**src/rtl/mul_pkg.sv**
```systemverilog
// Shared types and constants for the sequential shift-add multiplier.
package mul_pkg;
  typedef enum logic [1:0] {IDLE, CALC, DONE} mul_state_t;
  localparam int WIDTH = 10;
  localparam int CNT_W = $clog2(WIDTH + 1);
endpackage

```
**src/rtl/mul_datapath.sv**
```systemverilog
// Shift-add datapath: multiplicand, multiplier and accumulator registers
// driven by clear/load/step strobes from the controlling FSM.
module mul_datapath
  import mul_pkg::*;
#(
  parameter int W = mul_pkg::WIDTH
) (
  input  logic           clk,
  input  logic           clr_i,
  input  logic           load_i,
  input  logic           step_i,
  input  logic [W-1:0]   a_i,
  input  logic [W-1:0]   b_i,
  output logic [2*W-1:0] acc_o,
  output logic           mplr_zero_o
);
  logic [2*W-1:0] mcand_q, acc_q;
  logic [W-1:0]   mplr_q;

  always_ff @(posedge clk) begin
    if (clr_i) begin
      mcand_q <= '0;
      mplr_q  <= '0;
      acc_q   <= '0;
    end else if (load_i) begin
      mcand_q <= {{W{1'b0}}, a_i};
      mplr_q  <= b_i;
      acc_q   <= '0;
    end else if (step_i) begin
      // 2*W-bit accumulator holds the full product, so it can never wrap
      if (mplr_q[0]) acc_q <= acc_q + mcand_q;
      mcand_q <= mcand_q << 1;
      mplr_q  <= mplr_q >> 1;
    end
  end

  assign acc_o       = acc_q;
  assign mplr_zero_o = (mplr_q == '0);
endmodule

```
**src/rtl/seq_multiplier.sv**
```systemverilog
// Unsigned radix-2 sequential multiplier: FSM, iteration counter and output registers.
// Optional MUL_EARLY_TERM_EN ends CALC once the remaining multiplier bits are all zero.
module seq_multiplier
  import mul_pkg::*;
#(
  parameter int WIDTH = mul_pkg::WIDTH
) (
  input  logic             clk,
  input  logic             sclr,
  input  logic [WIDTH-1:0] a_in,
  input  logic [WIDTH-1:0] b_in,
  input  logic             start,
  output logic [WIDTH-1:0] p_out,
  output logic             ovf,
  output logic             busy,
  output logic             valid
);
  localparam int CW = $clog2(WIDTH + 1);

  mul_state_t       state_q;
  logic [CW-1:0]    cnt_q;
  logic [WIDTH-1:0] p_q;
  logic             ovf_q, busy_q, valid_q;
  logic [2*WIDTH-1:0] acc;
  logic             mplr_zero, fin, load, step;

  always_comb begin
    fin = (cnt_q == CW'(WIDTH));
`ifdef MUL_EARLY_TERM_EN
    // at least one iteration always runs, so b=0 still takes one CALC step
    fin = fin || ((cnt_q != '0) && mplr_zero);
`endif
    load = (state_q != CALC) && start;
    step = (state_q == CALC) && !fin;
  end

  mul_datapath #(.W(WIDTH)) u_dp (
    .clk         (clk),
    .clr_i       (sclr),
    .load_i      (load),
    .step_i      (step),
    .a_i         (a_in),
    .b_i         (b_in),
    .acc_o       (acc),
    .mplr_zero_o (mplr_zero)
  );

  always_ff @(posedge clk) begin
    if (sclr) begin
      state_q <= IDLE;
      cnt_q   <= '0;
      p_q     <= '0;
      ovf_q   <= 1'b0;
      busy_q  <= 1'b0;
      valid_q <= 1'b0;
    end else begin
      case (state_q)
        IDLE, DONE: begin
          valid_q <= 1'b0;
          if (start) begin
            state_q <= CALC;
            cnt_q   <= '0;
            busy_q  <= 1'b1;
          end else begin
            state_q <= IDLE;
          end
        end
        CALC: begin
          if (fin) begin
            state_q <= DONE;
            busy_q  <= 1'b0;
            valid_q <= 1'b1;
            p_q     <= acc[WIDTH-1:0];
            ovf_q   <= |acc[2*WIDTH-1:WIDTH];
          end else begin
            cnt_q <= cnt_q + 1'b1;
          end
        end
        default: begin
          state_q <= IDLE;
          busy_q  <= 1'b0;
          valid_q <= 1'b0;
        end
      endcase
    end
  end

  assign p_out = p_q;
  assign ovf   = ovf_q;
  assign busy  = busy_q;
  assign valid = valid_q;
endmodule
```
**config.mk**
```make
export PLATFORM = sky130hd
export DESIGN_NAME = seq_multiplier
export DESIGN_NICKNAME = d
export VERILOG_FILES = /design/src/rtl/mul_pkg.sv /design/src/rtl/mul_datapath.sv /design/src/rtl/seq_multiplier.sv
export SDC_FILE = /design/constraint.sdc
export NUM_CORES = 1
export LEC_CHECK = 0
export CORE_UTILIZATION = 45
export CTS_BUF_LIST = sky130_fd_sc_hd__clkbuf_16
export DETAILED_ROUTE_END_ITERATION = 10
export PLACE_DENSITY = 0.66
export SETUP_SLACK_MARGIN = 0.02
export SLEW_MARGIN = 20
export SYNTH_ARGS = -nofsm -noshare
export SYNTH_HDL_FRONTEND = slang
export SYNTH_HIERARCHICAL = 1
export SYNTH_SLANG_ARGS = --single-unit
```
**constraint.sdc**
```tcl
create_clock -name clk -period 3 [get_ports clk]
set_input_delay 0.45 -clock clk [delete_from_list [all_inputs] [get_ports clk]]
set_output_delay 0.45 -clock clk [all_outputs]
set_load 0.005 [all_outputs]
```
## Yosys cells after proc, flatten, opt, wreduce, memory -nomap -nowiden

Cells that the tools add are included.

| word-level totals | value |
|---|---|
| output and inout port bits | 13 |
| word-level logic and storage cells | 47 |
| input port bits | 23 |
| register bits | 69 |

| cells by class | value |
|---|---|
| reduce and logical (&&, ||, !) cells | 14 |
| equal/unequal tests | 7 |
| add/sub/neg operators | 2 |
| mux-type cells | 13 |
| bitwise logic cells | 1 |

Operators with widths:

| cell | count |
|---|---|
| $mux 10 | 4 |
| $add 20x20->20 | 1 |
| $reduce_or 10->1 | 1 |
| $mux 4 | 2 |
| $pmux 4 s2 | 1 |
| $ne 2x2->1 const B | 3 |
| $reduce_and 2->1 | 3 |
| $reduce_or 2->1 | 3 |
| $add 4x1->4 const B | 1 |
| $eq 4x4->1 const B | 1 |
| $pmux 2 s2 | 1 |
| $reduce_bool 2->1 | 2 |
| $mux 1 | 3 |
| $reduce_and 3->1 | 1 |
| $eq 2x1->1 const B | 1 |
| $eq 2x2->1 const B | 1 |
| $logic_and 1x1->1 | 2 |
| $logic_not 2->1 | 1 |
| $mux 2 | 1 |
| $ne 2x1->1 const B | 1 |
| $pmux 1 s2 | 1 |
| $logic_not 1->1 | 1 |
| $not 1->1 | 1 |

## Logic depth before layout (Yosys ltp)

Gate-level depths: netlist of the first run.

| depth | value |
|---|---|
| depth after elaboration | 5 |
| depth in mapped cells | 13 |
| mapped depth without buffers | 10 |

## Hierarchy

Netlist of the first run, hierarchy kept.

Modules (own cells, without submodules):

| module | area each (µm²) | sequential area each (µm²) | times used | cells each |
|---|---|---|---|---|
| mul_datapath | 2965.3 | 1001.0 | 1 | 363 |
| seq_multiplier | 833.3 | 380.4 | 1 | 94 |

## Worst setup path before layout of the first run

Ideal clock, no wire load.

| timing path | value |
|---|---|
| path type | reg-to-reg |
| start | register cnt_q[0] |
| end | register u_dp.mcand_q[1] |
| arrival time | 2.146 ns |
| slack | 0.727 ns |
| required time | 2.872 ns |
| period minus slack after synthesis | 2.273 ns |
| stages on the path, launching flop included | 13 |
| setup time | 0.128 ns |
| buffers on the path | 4 |
| cell sequence | dfxtp_1 -> inv_1 -> ha_1 -> and3b_1 -> buf_6 -> buf_4 -> nor2_1 -> clkbuf_1 -> buf_1 -> mux2i_1 -> nor2_1 -> a21oi_1 -> nor2_1 |

| between the ends | value |
|---|---|
| word-level cells in the longest chain between the ends | 4 |

Ends and longest elaborated chain:

| element | line | text |
|---|---|---|
| start, declared | seq_multiplier.sv:21 | `logic [CW-1:0] cnt_q;` |
| start signal, assigned | seq_multiplier.sv:76 | `cnt_q <= cnt_q + 1'b1;` |
| $eq 4x4->1 | seq_multiplier.sv:28 | `fin = (cnt_q == CW'(WIDTH));` |
| $logic_not 1->1 | seq_multiplier.sv:34 | `step = (state_q == CALC) && !fin;` |
| $logic_and 1x1->1 | seq_multiplier.sv:34 |  |
| via step | seq_multiplier.sv:25 | `logic mplr_zero, fin, load, step;` |
| $reduce_bool 2->1 (no source line) | -- |  |
| end signal, assigned | mul_datapath.sv:26 | `mcand_q <= {{W{1'b0}}, a_i};` |
| end signal, assigned | mul_datapath.sv:32 | `mcand_q <= mcand_q << 1;` |
| end, declared | mul_datapath.sv:17 | `logic [2*W-1:0] mcand_q, acc_q;` |

The timed path passes the listed nets, and every way through them passes these cells.
A chain may end at the register's enable or synchronous reset.

## Worst setup path in the final report of the first run

| timing path | value |
|---|---|
| start | register u_dp.acc_q[0], in the netlist u_dp/acc_o[0] |
| end | register u_dp.acc_q[16], in the netlist u_dp/acc_o[16] |

| between the ends | value |
|---|---|
| word-level cells in the longest chain between the ends | 1 |

Ends and longest elaborated chain:

| element | line | text |
|---|---|---|
| start, declared | mul_datapath.sv:17 |  |
| start signal, assigned | mul_datapath.sv:31 | `if (mplr_q[0]) acc_q <= acc_q + mcand_q;` |
| $add 20x20->20 | mul_datapath.sv:31 |  |

Every way passes these cells.

==> results.sh, run 1 <==
export IMPL_status="finished clean"
export IMPL_htreeDepth=3
export IMPL_clk_pin_slew_ps=60
export IMPL_insertedDiodeCount=0
export IMPL_port_buffers=35
export IMPL_crit_start="u_dp/acc_o[0]"
export IMPL_final_hold_violation_count=0
export IMPL_fp_row_count=33
export IMPL_timing_rr_start="u_dp/acc_o[0]"
export IMPL_finalSetupTns_ps=0
export IMPL_start_kind="register"
export IMPL_regToRegEndpoint="u_dp/acc_o[16]"
export IMPL_finalMaxSlewViolations=0
export IMPL_power_mw=2.283
export IMPL_finalCriticalPeriod_ps=2369
export IMPL_hp_start="p_out[1]"
export IMPL_syn_nets=499
export IMPL_nNetsFinal=528
export IMPL_cts_resized=0
export IMPL_placed_cells_incl_taps=577
export IMPL_slew_headroom=0.6198
export IMPL_cp_max_fo=4
export IMPL_grt_pass1_wl_um=15350
export IMPL_slowest_stage="fa_1"
export IMPL_die_area_um2=8765
export IMPL_area_delta_synth_final_pct=19.64
export IMPL_fin_cells=593
export IMPL_rsz0062_at_grt="no"
export IMPL_powerDensity_nw_per_um2=505.1
export IMPL_critPathRequiredTime_ps=3210
export IMPL_maxCapViolations=0
export IMPL_crit_chain="ha_1 > fa_1 > a21o_1 > a21oi_2 > o21ai_0 > and2_1 > a41oi_1 > xor2_1 > o21ai_1"
export IMPL_hpwlAfterDp_um=6264
export IMPL_min_delay_worst_endpoint="p_out[1]"
export IMPL_cp_end_kind="register"
export IMPL_grt_max_degree=43
export IMPL_syn_area_um2=3777
export IMPL_die_w_um=93.62
export IMPL_numCtsBuffers=9
export IMPL_reg2reg_setup_slack_ps=630
export IMPL_period_share=0.7897
export IMPL_drt_total_wl_um=8874
export IMPL_cts_tree="built"
export IMPL_track_usage=0.2223
export IMPL_start_util=0.4620
export IMPL_postCtsSetupBuffers=0
export IMPL_cp_arrival_ps=2580
export IMPL_viasPerCell=5.668
export IMPL_p_leak_nw=1.809
export IMPL_ant_nets=0
export IMPL_synth_cells=454
export IMPL_tightest_slew_ps=568.1
export IMPL_core_um2=8175
export IMPL_vias=3361
export IMPL_holdPathStages=2
export IMPL_vdd_ir_drop_worst_v=0.0002947
export IMPL_path_class="reg -> reg"
export IMPL_place_gp_congestion=0.9271
export IMPL_syn_area_per_cell_um2=8.320
export IMPL_grt_ovfl_total=0
export IMPL_fmax_mhz=422.1
export IMPL_fin_skew_ps=4.267
export IMPL_critical_path_top_delay_family="compound AO/OA/AOI/OAI gates"
export IMPL_worst_skew_pair_late_latency_ps=320
export IMPL_wl_per_cell_um=14.96
export IMPL_die_height_um=93.62
export IMPL_drc=0
export IMPL_drive_above_1_share=0.07787
export IMPL_crit_path_max_incr_delay_ps=410
export IMPL_setup_viol=0
export IMPL_synth_warning_count=6
export IMPL_antenna_found_initial=0
export IMPL_dr_pass1_iters=5
export IMPL_ctsHoldBuffers=0
export IMPL_clockBufferDepth=2
export IMPL_clock_sinks=69
export IMPL_cts_root_buf="clkbuf_16"
export IMPL_drt_iter0_markers=196
export IMPL_crit_buf_inv=0
export IMPL_grt_pass1_vias=3247
export IMPL_io_pins=36
export IMPL_worst_r2r_path_depth=9
export IMPL_hold_class="reg -> reg"
[cell type report]
type | instances | area (um2)
clock buffers | 9 | 225.2
clock inverters | 7 | 90.09
fillers | 768 | 3656
inverters | 5 | 18.77
multi-input cells | 353 | 2247
flip-flops and latches | 69 | 1381
well taps | 105 | 131.4
repair buffers | 45 | 425.4
[flip-flops by register name, indices dropped and copies added, names as in the netlist]
signal and count:
state_q 2, ovf 1, busy 1, valid 1, u_dp/mcand_q 20, p_out 10
cnt_q 4, u_dp/mplr_q 10, u_dp/acc_o 20
[cell usage in the layout (no fill, tap or decap), types with 3 or more instances in the layout]
cell	count
nor3_1	5
a21oi_2	4
ha_1	21
buf_4	10
clkdlybuf4s50_1	35
o21ai_0	20
nor2_1	67
o211ai_1	4
a21o_1	12
xor2_1	4
and2_1	3
nand2b_1	3
nor2b_1	3
nand2_1	38
xnor2_1	7
mux2i_1	30
dfxtp_1	69
inv_1	5
a211oi_1	4
or3_1	3
clkbuf_16	9
o21ai_1	4
nand3_1	20
a21oi_1	59
[layer usage]
layer  GRT usage  part of all wire
met1      0.2968              0.47
met4     0.08462             0.017
met3     0.04715             0.057
met5           0                 0
met2      0.3505              0.45
[stage by stage]
stage	utilization	area [um2]	hold WS [ps]	setup slack (ps)
after floorplan	-	3777	439.5	726.7
final	0.5528	4519	475.3	630.9
after global placement	0.5142	4204	462.6	699.9
after CTS	0.5528	4519	473.8	621.0
after detailed placement	0.5142	4204	465.3	645.2
after global routing	0.5528	4519	507.1	456.6
[report_power, final]
group / switching (mW) / internal [mW]
sequential: 0.0169 / 0.940
combinational: 0.113 / 0.0918
clock: 0.398 / 0.723
[how the worst max path moves through the flow]
stage	endpoint	cells past startpoint
3_5_place_dp	u_dp/acc_o[16]	9
2_1_floorplan	u_dp/mcand_q[1]	12
6_report	u_dp/acc_o[16]	9
3_3_place_gp	u_dp/acc_o[18]	9
4_1_cts	u_dp/acc_o[16]	9
5_1_grt	u_dp/acc_o[18]	9
[tightest hold or removal path, delay by kind of cell (launching register included)]
kind               cells  cell delay (ps)
AOI/OAI and AO/OA      2              120
DFF                    1              300
(Power assumes the default switching activity.)
==> run 2, diff against run 1 <==
--- a/config.mk
+++ b/config.mk
@@ -8,7 +8,7 @@
 export CORE_UTILIZATION = 45
 export CTS_BUF_LIST = sky130_fd_sc_hd__clkbuf_16
 export DETAILED_ROUTE_END_ITERATION = 10
-export PLACE_DENSITY = 0.66
+export PLACE_DENSITY = 0.69
 export SETUP_SLACK_MARGIN = 0.02
 export SLEW_MARGIN = 20
 export SYNTH_ARGS = -nofsm -noshare
==> constraint.sdc (replaced) <==
create_clock -name clk -period 1.97 [get_ports clk]
set_input_delay 0.2955 -clock clk [delete_from_list [all_inputs] [get_ports clk]]
set_output_delay 0.2955 -clock clk [all_outputs]
set_load 0.005 [all_outputs]
==> run 2 against run 1 <==
Against the previous run:
- fmax rose by 12%
- critical path type unchanged
- sequential power rose by 53%
- worst setup slack got worse by 780 ps
- the run now ends with setup timing left
==> results.sh, run 2 (synthesis gave the netlist of run 1 again) <==
export IMPL_maxCapViolations=0
export IMPL_p_leak_nw=2.256
export IMPL_cp_end_kind="register"
export IMPL_cp_arrival_ps=2340
export IMPL_powerDensity_nw_per_um2=646.1
export IMPL_core_um2=8175
export IMPL_finalMaxSlewViolations=0
export IMPL_drive_above_1_share=0.3084
export IMPL_grt_pass1_wl_um=15970
export IMPL_timing_rr_start="u_dp/acc_o[3]"
export IMPL_place_gp_congestion=0.8904
export IMPL_insertedDiodeCount=0
export IMPL_crit_path_max_incr_delay_ps=450
export IMPL_slowest_stage="or3b_4"
export IMPL_cts_tree="built"
export IMPL_fmax_mhz=470.9
export IMPL_die_area_um2=8765
export IMPL_fin_cells=679
export IMPL_start_util=0.4620
export IMPL_critPathRequiredTime_ps=2190
export IMPL_die_height_um=93.62
export IMPL_crit_chain="ha_4 > a21o_1 > a21oi_4 > a2111oi_4 > or3b_4 > a21oi_2 > nand2_1 > a32o_1"
export IMPL_start_kind="register"
export IMPL_setup_ws_ps=-153.5
export IMPL_hold_class="reg -> reg"
export IMPL_layout_commonest_cell="buf_4"
export IMPL_drt_iter0_markers=192
export IMPL_grt_pass1_vias=3401
export IMPL_grt_max_degree=43
export IMPL_final_cell_mix="buf_4 (93), nor2_1 (63), dfxtp_1 (59)"
export IMPL_vdd_ir_drop_worst_v=0.0004311
export IMPL_grt_ovfl_total=0
export IMPL_vias=3660
export IMPL_viasPerCell=5.390
export IMPL_clock_sinks=69
export IMPL_pre_cts_ws_ps=-137.2
export IMPL_placed_area_um2=4842
export IMPL_ctsHoldBuffers=0
export IMPL_rsz0062_at_grt="yes"
export IMPL_antenna_found_initial=0
export IMPL_violations="setup timing"
export IMPL_placed_cells_incl_taps=654
export IMPL_path_class="reg -> reg"
export IMPL_tightest_slew_ps=576.5
export IMPL_clockBufferDepth=2
export IMPL_fin_area_um2=5503
export IMPL_wl_per_cell_um=15.17
export IMPL_power_mw=3.556
export IMPL_nNetsFinal=615
export IMPL_finalSetupTns_ps=-1008
export IMPL_drt_total_wl_um=10300
export IMPL_fp_row_count=33
export IMPL_fin_skew_ps=7.827
export IMPL_fin_util=0.6731
export IMPL_hpwlAfterDp_um=7071
export IMPL_finalCriticalPeriod_ps=2123
export IMPL_fill_cells=650
export IMPL_hold_slack_ps=473.2
export IMPL_clk_pin_slew_ps=60
export IMPL_ant_nets=0
export IMPL_track_usage=0.2380
export IMPL_cp_max_fo=4
export IMPL_final_hold_violation_count=0
export IMPL_drc=0
export IMPL_hp_start="p_out[9]"
export IMPL_dr_pass1_iters=5
export IMPL_numCtsBuffers=9
export IMPL_area_delta_synth_final_pct=45.68
export IMPL_die_w_um=93.62
export IMPL_crit_buf_inv=0
export IMPL_period_share=1.078
export IMPL_slew_headroom=0.6149
export IMPL_crit_start="u_dp/acc_o[3]"
export IMPL_setup_viol=11
export IMPL_critical_path_top_delay_family="compound AO/OA/AOI/OAI gates"
export IMPL_status="finished, violations left"
export IMPL_port_buffers=35
export IMPL_cts_root_buf="clkbuf_16"
export IMPL_io_pins=36
export IMPL_worst_skew_pair_late_latency_ps=330
export IMPL_htreeDepth=3
## run 2: path summary, 6_finish.rpt
| check | depth (start not counted) | end | slack (ps) |
|---|---|---|---|
| worst max-delay path | 8 | u_dp/acc_o[15] | -150 |
| worst min-delay path | 2 | p_out[9] | 470 |
| worst max register to register | 8 | u_dp/acc_o[15] | -150 |
| worst min register to register | 2 | p_out[9] | 470 |
## run 2: what timing repair did
action / in CTS / in global routing
pin swaps: 21 / 26
buffers inserted: 5 / 5
gates resized for setup: 31 / 22
endpoints found under the setup margin: 12 / 24
## run 2: power by group
| group | internal, mW | switching (mW) | total, mW |
|---|---|---|---|
| sequential | 1.43 | 0.0292 | 1.46 |
| clock | 1.10 | 0.599 | 1.70 |
| combinational | 0.197 | 0.198 | 0.395 |
## run 2: worst register-to-register path: cells and delay by family, from the launching register on
family,cells,cell delay [ps]
compound gates,5,910
fa+ha+maj,1,260
flops,1,330
simple gates,2,530
## run 2: cell type report
cell class / count / area [um2] / area share
Inverter: 5 / 18.77 / 0.003411
Timing Repair Buffer: 132 / 1102 / 0.2003
Tap cell: 105 / 131.4 / 0.02387
Clock inverter: 6 / 88.84 / 0.01614
Sequential cell: 69 / 1394 / 0.2533
Multi-Input combinational cell: 353 / 2542 / 0.4620
Clock buffer: 9 / 225.2 / 0.04093
## run 2: metal layers
metal | vias up | part of all wire | GRT usage
li1 | 1851 | - | -
met1 | 1701 | 0.46 | 0.3027
met2 | 95 | 0.49 | 0.3995
met3 | 13 | 0.037 | 0.04634
met4 | 0 | 0.015 | 0.08462
met5 | - | 0 | 0
